**config.mk**
```make
export PLATFORM = sky130hd
export DESIGN_NAME = mem_port_arbiter
export DESIGN_NICKNAME = d
export VERILOG_FILES = /design/src/rtl/mem_arb_pkg.sv /design/src/rtl/mem_port_arbiter_rr_pick.sv /design/src/rtl/mem_port_arbiter.sv
export SDC_FILE = /design/constraint.sdc
export NUM_CORES = 1
export LEC_CHECK = 0
export BUFFER_PORTS_ARGS = -buffer_cell sky130_fd_sc_hd__clkbuf_2
export CORE_AREA = 2 2 85 87
export CTS_BUF_LIST = sky130_fd_sc_hd__clkbuf_8
export DETAILED_ROUTE_END_ITERATION = 10
export DIE_AREA = 0 0 87 89
export PLACE_DENSITY = 0.87
export SLEW_MARGIN = 0
export SYNTH_ARGS = -nofsm -noshare
export SYNTH_HDL_FRONTEND = slang
export SYNTH_SLANG_ARGS = --single-unit
```
**constraint.sdc**
```tcl
create_clock -name clock -period 4.2 [get_ports clock]
set_input_delay 0.84 -clock clock [delete_from_list [all_inputs] [get_ports clock]]
set_output_delay 0.84 -clock clock [all_outputs]
set_load 0.02 [all_outputs]
```
**src/rtl/mem_arb_pkg.sv**
```systemverilog
// Shared constants and state encoding for the word-memory port arbiter.
package mem_arb_pkg;

    localparam int MEM_DEPTH  = 2048;
    localparam int WORD_WIDTH = 16;

    localparam logic [15:0] MAX_WORD_ADDR = 16'h07FE;

    // Region bases inside the shared word memory
    localparam logic [15:0] KNOWN_SINKS_BASE      = 16'h0008;
    localparam logic [15:0] NEIGHBOR_ID_BASE      = 16'h0048;
    localparam logic [15:0] BETTER_NEIGHBORS_BASE = 16'h0668;
    localparam logic [15:0] RNG_SEED_ADDR         = 16'h07FE;

    typedef enum logic {
        IDLE   = 1'b0,
        ACCESS = 1'b1
    } arb_state_t;

endpackage

```
**src/rtl/mem_port_arbiter_rr_pick.sv**
```systemverilog
// Combinational round-robin picker: first eligible index after ptr,
// wrapping modulo N_REQ.
module rr_pick #(
    parameter int N_REQ = 4,
    parameter int IDX_W = 2
) (
    input  logic [N_REQ-1:0] eligible,
    input  logic [IDX_W-1:0] ptr,
    output logic             any,
    output logic [IDX_W-1:0] winner
);

    logic [IDX_W-1:0] cand;

    always_comb begin
        any    = 1'b0;
        winner = '0;
        cand   = '0;
        for (int i = 1; i <= N_REQ; i++) begin
            cand = IDX_W'((int'(ptr) + i) % N_REQ);
            if (!any && eligible[cand]) begin
                any    = 1'b1;
                winner = cand;
            end
        end
    end

endmodule

```
**src/rtl/mem_port_arbiter.sv**
```systemverilog
// Two-cycle round-robin arbiter with ownership lock and illegal-address
// trapping in front of the single-port word memory.
module mem_port_arbiter
    import mem_arb_pkg::*;
#(
    parameter int N_REQ  = 4,
    parameter int ADDR_W = 16,
    parameter int DATA_W = 16
) (
    input  logic                clock,
    input  logic                nrst,
    input  logic [N_REQ-1:0]    req,
    input  logic [N_REQ-1:0]    wr,
    input  logic [N_REQ-1:0]    lock,
    input  logic [N_REQ*ADDR_W-1:0] addr,
    input  logic [N_REQ*DATA_W-1:0] wdata,
    output logic [N_REQ-1:0]    gnt,
    output logic [N_REQ-1:0]    rvalid,
    output logic [N_REQ-1:0]    err,
    output logic [DATA_W-1:0]   rdata,
    output logic [ADDR_W-1:0]   mem_address,
    output logic                mem_wr_en,
    output logic [DATA_W-1:0]   mem_data_in,
    input  logic [DATA_W-1:0]   mem_data_out
);

    localparam int IDX_W = (N_REQ > 1) ? $clog2(N_REQ) : 1;

    arb_state_t       state, state_d;
    logic [IDX_W-1:0] owner, owner_d;
    logic [IDX_W-1:0] ptr, ptr_d;
    logic [IDX_W-1:0] winner;
    logic             locked, locked_d;
    logic             any;
    logic [N_REQ-1:0] owner_mask;
    logic [N_REQ-1:0] eligible;
    logic [ADDR_W-1:0] cur_addr;
    logic [DATA_W-1:0] cur_wdata;
    logic             legal;

    assign owner_mask = N_REQ'(1) << owner;
    assign cur_addr   = addr[int'(owner)*ADDR_W +: ADDR_W];
    assign cur_wdata  = wdata[int'(owner)*DATA_W +: DATA_W];
    assign legal      = !cur_addr[0] &&
                        (32'(cur_addr) <= 32'(MAX_WORD_ADDR));

    // While the lock is still requested only the owner may compete
    assign eligible = (locked && lock[owner]) ? (req & owner_mask) : req;

    rr_pick #(
        .N_REQ (N_REQ),
        .IDX_W (IDX_W)
    ) u_pick (
        .eligible (eligible),
        .ptr      (ptr),
        .any      (any),
        .winner   (winner)
    );

    always_comb begin
        state_d     = state;
        owner_d     = owner;
        ptr_d       = ptr;
        locked_d    = locked;
        gnt         = '0;
        mem_address = '0;
        mem_wr_en   = 1'b0;
        mem_data_in = '0;
        unique case (state)
            IDLE: begin
                if (locked && !lock[owner]) begin
                    locked_d = 1'b0;
                end
                if (any) begin
                    owner_d = winner;
                    state_d = ACCESS;
                end
            end
            ACCESS: begin
                mem_address = cur_addr;
                mem_data_in = cur_wdata;
                // nrst gating keeps a reset edge from landing a write
                mem_wr_en   = wr[owner] & legal & nrst;
                gnt         = owner_mask;
                ptr_d       = owner;
                locked_d    = lock[owner];
                state_d     = IDLE;
            end
            default: state_d = IDLE;
        endcase
    end

    always_ff @(posedge clock) begin
        if (!nrst) begin
            state  <= IDLE;
            owner  <= '0;
            ptr    <= IDX_W'(N_REQ - 1);
            locked <= 1'b0;
            rvalid <= '0;
            err    <= '0;
            rdata  <= '0;
        end else begin
            state  <= state_d;
            owner  <= owner_d;
            ptr    <= ptr_d;
            locked <= locked_d;
            rvalid <= '0;
            err    <= '0;
            if (state == ACCESS) begin
                if (!legal) begin
                    err <= owner_mask;
                end else if (!wr[owner]) begin
                    rvalid <= owner_mask;
                    rdata  <= mem_data_out;
                end
            end
        end
    end

endmodule
```
# Word-level counts from Yosys, hierarchy flattened
# Cells that the tools add are included.
# word_totals
ff_bits	30
latch_bits	0
mem_bits_rw	0
rom_bits	0
inputBits	158
output_inout_bits	61
word_cells	72
memories	0
# op_classes
n_addsub	4
mul	0
div_mod_pow	0
n_lt_le_gt_ge	6
eq_ne	1
n_shift	3
mux	29
bitwise_logic	7
n_reduce_logical	15
# ops
cell	count
variable part select 64 x 7 -> 16 bit	2
two-way mux 16 bit	2
less-or-equal comparator 16 x 11 -> 1 bit, second input constant	1
less-than comparator 2 x 3 -> 1 bit, second input constant	5
two-way mux 1 bit	13
binary-select mux 1 bit (select 2 bit)	6
two-way mux 2 bit	4
two-way mux 4 bit	2
logical AND 1 bit	6
logical NOT 1 bit	5
adder 2 x 1 -> 2 bit, second input constant	2
adder 2 bit, second input constant	2
bitwise AND 4 bit	1
inverter 1 bit	4
one-hot mux 1 bit (2 select lines)	2
OR reduction 4 bit	1
<< shifter 1 x 2 -> 4 bit, first input constant	1
AND reduction 3 bit	1
OR reduction 3 bit	1
bitwise AND 1 bit	2
inequality test 2 bit, second input constant	1
AND reduction 2 bit	1

# Depth between registers and ports, before layout
# Gate-level depths: netlist of run 1.
# depth
ltp_word	18
mapped_depth	8
ltp_nobuf	5

# Modules after synthesis
# A second synthesis of run 1 with hierarchy kept.
# hier_totals
cells_unflattened	222
area_unflattened_um2	2327.2
# modules_own_cells
mod	instances	cells_each	area_per_inst_um2
mem_port_arbiter	1	208	2235.9
rr_pick	1	14	91.3

# Worst setup path after synthesis of run 1
# No wires, ideal clock.
# synth_timing
path_type	input-to-output
startpoint	in addr[62]
endpoint	out mem_wr_en
arrival_time_ps	2068
required_time_ps	3360
slack_ps	1292
stages	4
path_buffers	0
path_cell_list	mux4_2 > nor4_4 > nand2_1 > nor2_1
# synth_between
elab_chain_len	6
# synth_lines
item	line_no	source
from (decl)	mem_port_arbiter.sv:15	input logic [N_REQ*ADDR_W-1:0] addr,
variable part select 64 x 7 -> 16 bit	mem_port_arbiter.sv:42	assign cur_addr = addr[int'(owner)*ADDR_W +: ADDR_W];
less-or-equal comparator 16 x 11 -> 1 bit	mem_port_arbiter.sv:45	(32'(cur_addr) <= 32'(MAX_WORD_ADDR));
logical AND 1 bit	mem_port_arbiter.sv:44	assign legal = !cur_addr[0] &&
bitwise AND 1 bit (2 in a row)	mem_port_arbiter.sv:83	mem_wr_en = wr[owner] & legal & nrst;
two-way mux 1 bit	mem_port_arbiter.sv:69	unique case (state)
to (decl)	mem_port_arbiter.sv:22	output logic mem_wr_en,
# No other way between the ends.

# Worst setup path after layout of run 1
# layout_timing
startpoint	reg owner[0]
endpoint	out mem_wr_en
# layout_between
elab_chain_len	6
word_cells_on_any_way	9
cone_classes	1 x order compare; 1 x shift; 3 x mux; 2 x bitwise; 2 x reduce/logical
# layout_lines
item	line_no	source
from (decl)	mem_port_arbiter.sv:30	logic [IDX_W-1:0] owner, owner_d;
from (signal assigned)	mem_port_arbiter.sv:104	owner <= owner_d;
variable part select 64 x 7 -> 16 bit	mem_port_arbiter.sv:42	
less-or-equal comparator 16 x 11 -> 1 bit or logical NOT 1 bit (tied branches)	mem_port_arbiter.sv:45, mem_port_arbiter.sv:44	
logical AND 1 bit	mem_port_arbiter.sv:44	
bitwise AND 1 bit (*) (2 in a row)	mem_port_arbiter.sv:83	
two-way mux 1 bit (*)	mem_port_arbiter.sv:69	
# Every way passes the cells marked *; elsewhere a longest branch is shown, timed or not. The select of a mux whose other input is x is not followed.

==> summary.txt, run 1 <==
Yosys
  – Synth top area cells: mux4_2, dfxtp_1, and2_1
  – Syn_nets: 393
  – Share of Yosys cell area claimed by the top area cell type: 0.304
  – Synth warnings: 0
  – Seq/Total Area, Yosys: 0.246
  – Number of synthesized flops with an enable pin: 0
  – FF+latch count, synth: 30
  – Syn avg cell area: 10.4 um2
  – Dominant synthesized flop cell: dfxtp_1
  – Area leader, netlist: mux4_2
  – Netlist cell types: 35
  – Ys async rst share: 0
  – Cell count after synthesis: 235
  – Post-Synthesis Cell Area: 2440 um2

Drt
  – Post-route ant nets: 0
  – Vias/cell: 5.07
  – DR WL/cell: 17.0 um
  – Post-route DRC: 0
  – DRT iter0 DRCs: 113
  – Via Count: 2668
  – Total Routed Length: 8.92 mm
  – 1st-pass router iterations: 4

Finish
  – Most common cell after layout, fill and taps aside: clkbuf_2
  – Commonest non-fill, non-tap cells in the layout: clkbuf_2, mux4_2, and2_1, dfxtp_1, nand2_1
  – Final core occ: 0.543
  – Nets: 601
  – Share of layout cells above drive strength 1: 0.673
  – FILL cells: 617
  – Final Cell Area: 3650 um2
  – P&R area growth vs syn: 49.4%

Floorplanning
  – Die H: 89 um
  – Placeable Area: 6720 um2
  – Initial Util: 0.363
  – Boundary pin count: 219
  – Rows: 30
  – Area of the die: 7740 um2
  – Die X: 87 um

Outcome
  – Outcome: completed

Critical path
  – Crit-path cells: buf_4 > mux4_2 > nor2_1 > nand2_1 > nor2_1 > clkbuf_2
  – Crit-path most repeated cell: nor2_1
  – CP required: 3.36 ns
  – CP arrival: 2.46 ns
  – CP max-delay cell: dfxtp_2
  – Startpoint types: register
  – Worst Path Max Fanout: 19
  – CP endpoint kind: output port
  – Worst r2r src: owner[0]
  – CP max stage delay: 0.69 ns
  – Crit Path Class: reg -> out
  – Critical path origin: owner[0]
  – Worst R2R Setup Slack: 1.63 ns
  – Worst Path Buf+Inv: 2
  – Crit-path leading delay family: flip-flops

STA
  – Fin. Hold Viols: 0
  – RSZ-0062 raised after global routing: false
  – Slew headroom: 0.505
  – Setup TNS: 0 ns
  – Final Slew Violations: 0
  – Clock skew: 0.00322 ns
  – Tmin final: 3.30 ns
  – Achievable Freq: 303 MHz
  – Worst-margin pin slew: 0.741 ns
  – Worst hold margin: 0.454 ns
  – Post-route clock period utilization: 0.786
  – Final setup fails: 0

GRT
  – Grt total ovfl: 0
  – Initial antenna violation count: 6
  – First-pass GRT wire length: 12.9 mm
  – Largest net degree at the start of global routing: 42
  – Total track usage: 0.220
  – Vias in the first global route: 2531

CTS
  – Clock Path Buffers: 2
  – Clk Tree Root Cell: clkbuf_8
  – H-tree lvl count: 2
  – Clock Sink Count: 30
  – Worst-path clk slew: 0.06 ns
  – Post-CTS setup buffers: 0
  – CTS tree: built
  – # resized after CTS: 0
  – Post-CTS Hold Buffers: 0
  – Clock insertion delay at the later pin of the skew report: 0.28 ns
  – CTS Buf Count: 5

Job
  – Max Cap Violations: 0

Power
  – Final Power: 971 uW
  – Lkg Pwr: 1.76 nW
  – Cell Pwr Density: 266 nW/um2
  – Worst vdd ir: 0.138 mV

Worst hold path
  – Min-delay src: rdata[10]
  – Worst Hold Class: reg -> reg

Placed design
  – Global placer's final weighted congestion: 0.902
  – Placed cell areas: 3550 um2
  – DP Wirelength: 7.55 mm
  – # port buffers: 218
==> flip-flops by register name, summed over array words and instances (netlist names) <==
| name | cells |
|---|---|
| rdata | 16 |
| err | 4 |
| rvalid | 4 |
| owner | 2 |
| ptr | 2 |
| locked | 1 |
| state | 1 |
==> worst paths after layout <==
path              cells after the start         to
setup / recovery                      6  mem_wr_en
hold / removal                        2  rdata[10]
setup reg to reg                      7   rdata[2]
hold reg to reg                       2  rdata[10]
==> metal layers <==
layer,wire [um],share of wire,vias to the layer above,global-route usage
met4,103,0.012,6,0.0526
met2,4440,0.50,122,0.389
met3,918,0.10,16,0.0868
met1,3410,0.38,1227,0.249
met5,43,0.0048,-,0
li1,-,-,1297,-
==> power breakdown <==
part	total (mW)	internal [mW]	switching, mW
logic	0.406	0.216	0.190
clock network	0.236	0.129	0.106
registers	0.329	0.294	0.0349
total	0.971	0.640	0.331
==> worst register-to-register path, cell delays in order, from the launching register on <==
cell,delay [ns]
dfxtp_2,0.69
buf_4,0.36
mux4_2,0.58
nor2_1,0.18
nand3_2,0.10
buf_4,0.29
nand3_1,0.18
o21ai_2,0.06
==> area by class of cell <==
cell class / count / area [um2] / share of cell area
Sequential cell: 30 / 603 / 0.165
Clock buffer: 6 / 82.6 / 0.0226
Clock inverter: 2 / 8.76 / 0.00240
Antenna cell: 2 / 5.00 / 0.00137
Tap cell: 80 / 100 / 0.0275
Inverter: 2 / 7.51 / 0.00206
Timing Repair Buffer: 225 / 1140 / 0.314
Multi-Input combinational cell: 179 / 1700 / 0.465
==> synth_stat cells, drive strengths merged, types with 2 or more instances <==
master,number
and2,33
mux4,33
dfxtp,30
nand2,25
o21ai,21
nand3,20
nor2,14
buf,13
clkbuf,11
nand2b,4
nor3,4
mux2i,3
nor3b,3
a211oi,2
inv,2
o211ai,2
o221ai,2
==> kinds of logic (layout without fill, tap and decap cells) <==
family	count (synthesis)	in the layout	share of synthesized area
other cells	0	2	0
compound gates	34	34	0.111
flops	30	30	0.246
mux	36	36	0.317
buf+inv	26	235	0.0595
simple gates	109	109	0.267
==> through the flow <==
step,std cells,setup slack (ns)
finish,526,0.898
global route,525,0.619
CTS,524,0.834
detailed placement,516,1.09
global placement,516,1.11
floorplan,235,1.29
(Power assumes the default switching activity.)
==> run 2: changes to the inputs <==
--- a/config.mk
+++ b/config.mk
@@ -5,12 +5,13 @@
 export SDC_FILE = /design/constraint.sdc
 export NUM_CORES = 1
 export LEC_CHECK = 0
+export ABC_AREA = 1
 export BUFFER_PORTS_ARGS = -buffer_cell sky130_fd_sc_hd__clkbuf_2
-export CORE_AREA = 2 2 85 87
+export CORE_MARGIN = 2
+export CORE_UTILIZATION = 34
 export CTS_BUF_LIST = sky130_fd_sc_hd__clkbuf_8
 export DETAILED_ROUTE_END_ITERATION = 10
-export DIE_AREA = 0 0 87 89
-export PLACE_DENSITY = 0.87
+export PLACE_DENSITY = 0.89
 export SLEW_MARGIN = 0
 export SYNTH_ARGS = -nofsm -noshare
 export SYNTH_HDL_FRONTEND = slang
==> constraint.sdc (replaced) <==
create_clock -name clock -period 3 [get_ports clock]
set_input_delay 0.6 -clock clock [delete_from_list [all_inputs] [get_ports clock]]
set_output_delay 0.6 -clock clock [all_outputs]
set_load 0.02 [all_outputs]
==> run 2 against run 1 <==
  * Critical path depth is 3 higher
  * Sequential share of layout area increased by 1.0 points
  * Utilization fell by 0.68 points
  * Die area decreased by 6.1%
  * Highest routed layer is now met4
==> summary.txt, run 2 <==
CTS
  – Clock Path Buffers: 2
  – CTS tree: built
  – H-tree lvl count: 2
  – Worst-path clk slew: 0.06 ns
  – Clock insertion delay at the later pin of the skew report: 0.28 ns
  – Clock Sink Count: 30
  – Clk Tree Root Cell: clkbuf_8
  – CTS Buf Count: 5
  – # resized after CTS: 0

Floorplanning
  – Rows: 29
  – Boundary pin count: 219
  – Placeable Area: 6390 um2
  – Die X: 85.3 um
  – Die H: 85.3 um
  – Area of the die: 7270 um2
  – Initial Util: 0.352

Yosys
  – Ys async rst share: 0
  – Top cells by count, synth: nand2_1, a22oi_1, a21oi_1
  – Synth warnings: 0
  – Share of Yosys cell area claimed by the top area cell type: 0.267
  – FF+latch count, synth: 30
  – Number of synthesized flops with an enable pin: 0
  – Dominant synthesized flop cell: dfxtp_1
  – Cell count after synthesis: 331
  – Netlist cell types: 26
  – Seq/Total Area, Yosys: 0.267
  – Post-Synthesis Cell Area: 2250 um2
  – Top-count cell post-synth: nand2_1
  – Syn avg cell area: 6.79 um2
  – Area leader, netlist: dfxtp_1
  – Syn_nets: 489
  – Synth top area cells: dfxtp_1, a22oi_1, nand2_1

STA
  – Worst hold margin: 0.459 ns
  – Slew headroom: 0.422
  – Tmin final: 2.81 ns
  – Post-route clock period utilization: 0.936
  – Clock skew: 0.00309 ns
  – Final Slew Violations: 0
  – Worst-margin pin slew: 0.866 ns
  – Setup TNS: 0 ns
  – Fin. Hold Viols: 0
  – Achievable Freq: 356 MHz
  – RSZ-0062 raised after global routing: false
  – Final setup fails: 0

GRT
  – Largest net degree at the start of global routing: 34
  – Initial antenna violation count: 0
  – Total track usage: 0.248
  – Grt total ovfl: 0
  – First-pass GRT wire length: 14.5 mm
  – Vias in the first global route: 2946

Finish
  – P&R area growth vs syn: 52.4%
  – Most common cell after layout, fill and taps aside: clkbuf_2
  – Nets: 698
  – Biggest register: rdata
  – Largest regs: rdata (16), err (4), rvalid (4)
  – FILL cells: 629
  – N_diodes: 0
  – Commonest non-fill, non-tap cells in the layout: clkbuf_2, nand2_1, a22oi_1, a21oi_1, dfxtp_1
  – Final core occ: 0.536
  – Share of layout cells above drive strength 1: 0.461
  – Max reg flops: 16

Placed design
  – DP Wirelength: 7.72 mm
  – # port buffers: 218
  – Global placer's final weighted congestion: 0.880

Outcome
  – Outcome: completed

Drt
  – DRT iter0 DRCs: 256
  – Post-route ant nets: 0
  – 1st-pass router iterations: 6
  – DR WL/cell: 15.8 um
  – Via Count: 3364
  – Vias/cell: 5.45
  – Post-route DRC: 0
  – Total Routed Length: 9.72 mm

Critical path
  – CP max stage delay: 0.54 ns
  – Worst Path Max Fanout: 33
  – CP endpoint kind: output port
  – Startpoint types: register
  – Crit Path Class: reg -> out
  – Worst Path Buf+Inv: 3
  – CP max-delay cell: dfxtp_1
  – CP arrival: 2.21 ns
  – CP required: 2.40 ns
  – Crit-path cells: nand2_2 > inv_2 > a22oi_1 > and2_1 > inv_1 > nor2_4 > nand2_1 > nor2_1 > clkbuf_2
  – Crit-path leading delay family: buffers and inverters

Power
  – Clk network pwr share: 0.125
  – Internal power: 1.15 mW
  – Cell Pwr Density: 708 nW/um2
  – Gate power share: 0.674
  – Sw Pwr: 1.27 mW
  – Lkg Pwr: 1.80 nW
  – Net Sw Frac: 0.525
  – Worst vdd ir: 0.630 mV
  – Reg power frac: 0.200

Job
  – Max Cap Violations: 0

Worst hold path
  – Worst Hold Class: reg -> reg
run 2: cell count changes after synthesis, sizes merged, moves of 12 or more:
cell | before | now
nand4 | 1 | 18
and2 | 33 | 1
a22oi | 0 | 61
inv | 2 | 20
nor2 | 14 | 26
o21ai | 21 | 1
nand2 | 25 | 69
a21oi | 1 | 48
mux4 | 33 | 0
run 2: path summary, 6_finish.rpt:
path | from | end | slack [ns] | cells after the start
max | owner[0] | mem_wr_en | 0.19 | 9
min | rdata[12] | rdata[12] | 0.46 | 2
max reg2reg | owner[0] | rdata[0] | 0.39 | 8
min reg2reg | rdata[12] | rdata[12] | 0.46 | 2
run 2: through the flow:
| step | power (mW) | cell area (um2) | setup WS, ns | instances |
|---|---|---|---|---|
| after detailed placement | 2.10 | 3340 | 0.293 | 609 |
| after global routing | 2.61 | 3420 | 0.0159 | 617 |
| final | 2.42 | 3420 | 0.192 | 617 |
| after floorplan | 1.67 | 2250 | 0.734 | 331 |
| after CTS | 2.42 | 3420 | 0.183 | 617 |
| after global placement | 2.06 | 3340 | 0.431 | 609 |
run 2: metal layers:
metal | up-vias | wire length, um | GRT usage
li1 | 1612 | - | -
met1 | 1536 | 3720 | 0.307
met2 | 195 | 4840 | 0.415
met3 | 21 | 934 | 0.0710
met4 | 0 | 221 | 0.0823
met5 | - | 0 | 0
run 2: what timing repair did:
action | CTS | global route
setup endpoints to repair | 1 | 0
hold buffers | 0 | 0
buffers inserted | 1 | 0
run 2: power by group through the flow:
stage | clock (mW) | combinational, mW | sequential (mW)
2_1_floorplan | 0 | 1.18 | 0.487
3_3_place_gp | 0 | 1.57 | 0.489
3_5_place_dp | 0 | 1.61 | 0.491
4_1_cts | 0.309 | 1.63 | 0.483
5_1_grt | 0.326 | 1.80 | 0.488
6_report | 0.304 | 1.63 | 0.485
run 2: final cells by class:
cell class | count | area [um2] | share of cell area
clock buffer | 5 | 68.8 | 0.0201
clock inverter | 2 | 10.0 | 0.00293
inverter | 20 | 77.6 | 0.0227
multi-input combinational | 257 | 1420 | 0.414
sequential | 30 | 601 | 0.176
tap | 77 | 96.3 | 0.0282
timing repair buffer | 226 | 1150 | 0.336
run 2: worst register-to-register path, cell delays in order (launching register included):
cell and delay [ns]:
dfxtp_1 0.42, nand2_2 0.18, inv_2 0.24, a22oi_1 0.24, nand2_1 0.12, nor2_2 0.54, nand3_2 0.50, nand2_1 0.19
a21oi_1 0.08
run 2: logic make-up (layout without fill, tap and decap cells):
kind of cell	count (synthesis)	in the layout	share of synthesized area
xor+xnor	1	1	0.00390
simple gates	143	143	0.302
flops	30	30	0.267
buf+inv	44	253	0.101
compound gates	113	113	0.325
==> run 3: changes to the inputs <==
==> constraint.sdc (replaced) <==
create_clock -name clock -period 2.5 [get_ports clock]
set_input_delay 0.5 -clock clock [delete_from_list [all_inputs] [get_ports clock]]
set_output_delay 0.5 -clock clock [all_outputs]
set_load 0.02 [all_outputs]
==> run 3 against run 2 <==
  * Sequential share of layout area fell by 0.13 points
  * Utilization rose by 1.1 points
  * First-iteration DRC count rose by 3.1%
  * Wire length fell by 0.20%
  * Total power rose by 24%
  * Largest cell class unchanged
  * Largest power group unchanged
  * Highest routed layer unchanged
==> summary.txt, run 3 (synthesis results as in run 2) <==
STA
  – Achievable Freq: 415 MHz
  – Slew headroom: 0.177
  – Worst-margin pin slew: 1.23 ns
  – Clock skew: 0.00678 ns
  – Fin. Hold Viols: 0
  – Post-route clock period utilization: 0.963
  – Worst hold margin: 0.469 ns
  – Final setup fails: 0
  – Tmin final: 2.41 ns
  – Final Slew Violations: 0

Placed design
  – Cell Count Post-Placement: 611
  – Placed cell areas: 3350 um2
  – Global placer's final weighted congestion: 0.842
  – DP Wirelength: 7.69 mm
  – # port buffers: 218

Drt
  – Via Count: 3369
  – Total Routed Length: 9.70 mm
  – Post-route ant nets: 0
  – DRT iter0 DRCs: 264
  – 1st-pass router iterations: 5
  – Post-route DRC: 0
  – DR WL/cell: 15.6 um
  – Vias/cell: 5.43

Finish
  – Nets: 700
  – FILL cells: 603
  – Final Non-Filler Cells: 620
  – FF/Latch Area: 608 um2
  – Max reg flops: 16
  – Final core occ: 0.547
  – Most common cell after layout, fill and taps aside: clkbuf_2
  – Largest regs: rdata (16), err (4), rvalid (4)
  – N_diodes: 0
  – P&R area growth vs syn: 55.4%
  – Final Cell Area: 3490 um2
  – Commonest non-fill, non-tap cells in the layout: clkbuf_2, nand2_1, a22oi_1, a21oi_1, dfxtp_1
  – Area of the multi-input gates: 1450 um2
  – Share of layout cells above drive strength 1: 0.475
  – Biggest register: rdata

Floorplanning
  – Die X: 85.3 um
  – Placeable Area: 6390 um2
  – Boundary pin count: 219
  – Die H: 85.3 um
  – Area of the die: 7270 um2
  – Initial Util: 0.352
  – Rows: 29

CTS
  – CTS tree: built
  – CTS Buf Count: 5
  – H-tree lvl count: 2
  – Clock insertion delay at the later pin of the skew report: 0.28 ns
  – Worst-path clk slew: 0.06 ns
  – Clock Path Buffers: 2
  – Clock Sink Count: 30
  – Clk Tree Root Cell: clkbuf_8
  – Post-CTS Hold Buffers: 0

Power
  – Worst vdd ir: 0.557 mV
  – Net Sw Frac: 0.519
  – Sw Pwr: 1.56 mW
  – Clk network pwr share: 0.133
  – Internal power: 1.45 mW
  – Gate power share: 0.671
  – Reg power frac: 0.196
  – Lkg Pwr: 1.82 nW
  – Cell Pwr Density: 861 nW/um2

Worst hold path
  – WHS Endpoint: rdata[5]
  – Worst Hold Class: reg -> reg
  – Hold depth: 2
  – Min-delay src: rdata[5]

Critical path
  – Worst Path Max Fanout: 38
  – Reg2reg end: rdata[11]
  – Worst r2r src: owner[0]
  – CP endpoint kind: output port
  – Startpoint types: register
  – CP required: 2.00 ns
  – Worst R2R Setup Slack: 0.27 ns
  – Crit Path Class: reg -> out
  – Worst R2R Path Depth: 9
  – CP arrival: 1.91 ns

Outcome
  – Outcome: completed

GRT
  – Initial antenna violation count: 0
  – First-pass GRT wire length: 14.7 mm
  – Largest net degree at the start of global routing: 39
  – Vias in the first global route: 3070
  – Total track usage: 0.247
  – Grt total ovfl: 0

Job
  – Max Cap Violations: 0
## run 3: per-stage QoR
step                setup TNS [ns]  setup slack (ns)  total power [mW]
floorplan                        0             0.357              2.00
global placement                 0             0.269              2.47
detailed placement               0             0.140              2.53
CTS                              0            0.0351              2.93
global route               -0.0271           -0.0160              3.23
finish                           0            0.0932              3.01
## run 3: timing repair
action | CTS | global route
buffers inserted | 0 | 1
pin swaps | 0 | 2
endpoints found under the setup margin | 5 | 28
resized for setup | 2 | 11
## run 3: cell type report
class	count	share of cell area
multi-input cells	257	0.414
repair buffers	228	0.336
flip-flops and latches	30	0.174
well taps	77	0.0276
clock buffers	6	0.0237
inverters	20	0.0222
clock inverters	2	0.00251
## run 3: routing by layer
layer  track usage  routed length [um]
met1         0.315                3900
met2         0.415                4670
met3        0.0613                 904
met4        0.0678                 227
met5             0                   0
## run 3: how the worst max path moves through the flow
stage | end | slack [ns] | cells past startpoint | from
floorplan | mem_wr_en | 0.36 | 10 | owner[1]
global placement | rdata[6] | 0.27 | 10 | owner[0]
detailed placement | rdata[11] | 0.14 | 10 | owner[0]
CTS | mem_wr_en | 0.04 | 11 | owner[1]
global route | mem_wr_en | -0.02 | 8 | owner[0]
finish | mem_address[9] | 0.09 | 3 | state
## run 3: critical path, cell delays in order, from the launching register on
cell and delay [ns]:
dfxtp_1 0.33, inv_1 0.88, a21oi_1 0.16, clkbuf_2 0.23
## run 3: power groups by stage
stage | Combinational [mW] | Sequential, mW | Clock (mW)
CTS | 1.95 | 0.582 | 0.401
finish | 2.02 | 0.591 | 0.400
global route | 2.21 | 0.594 | 0.425
floorplan | 1.42 | 0.585 | 0
global placement | 1.89 | 0.586 | 0
detailed placement | 1.94 | 0.589 | 0
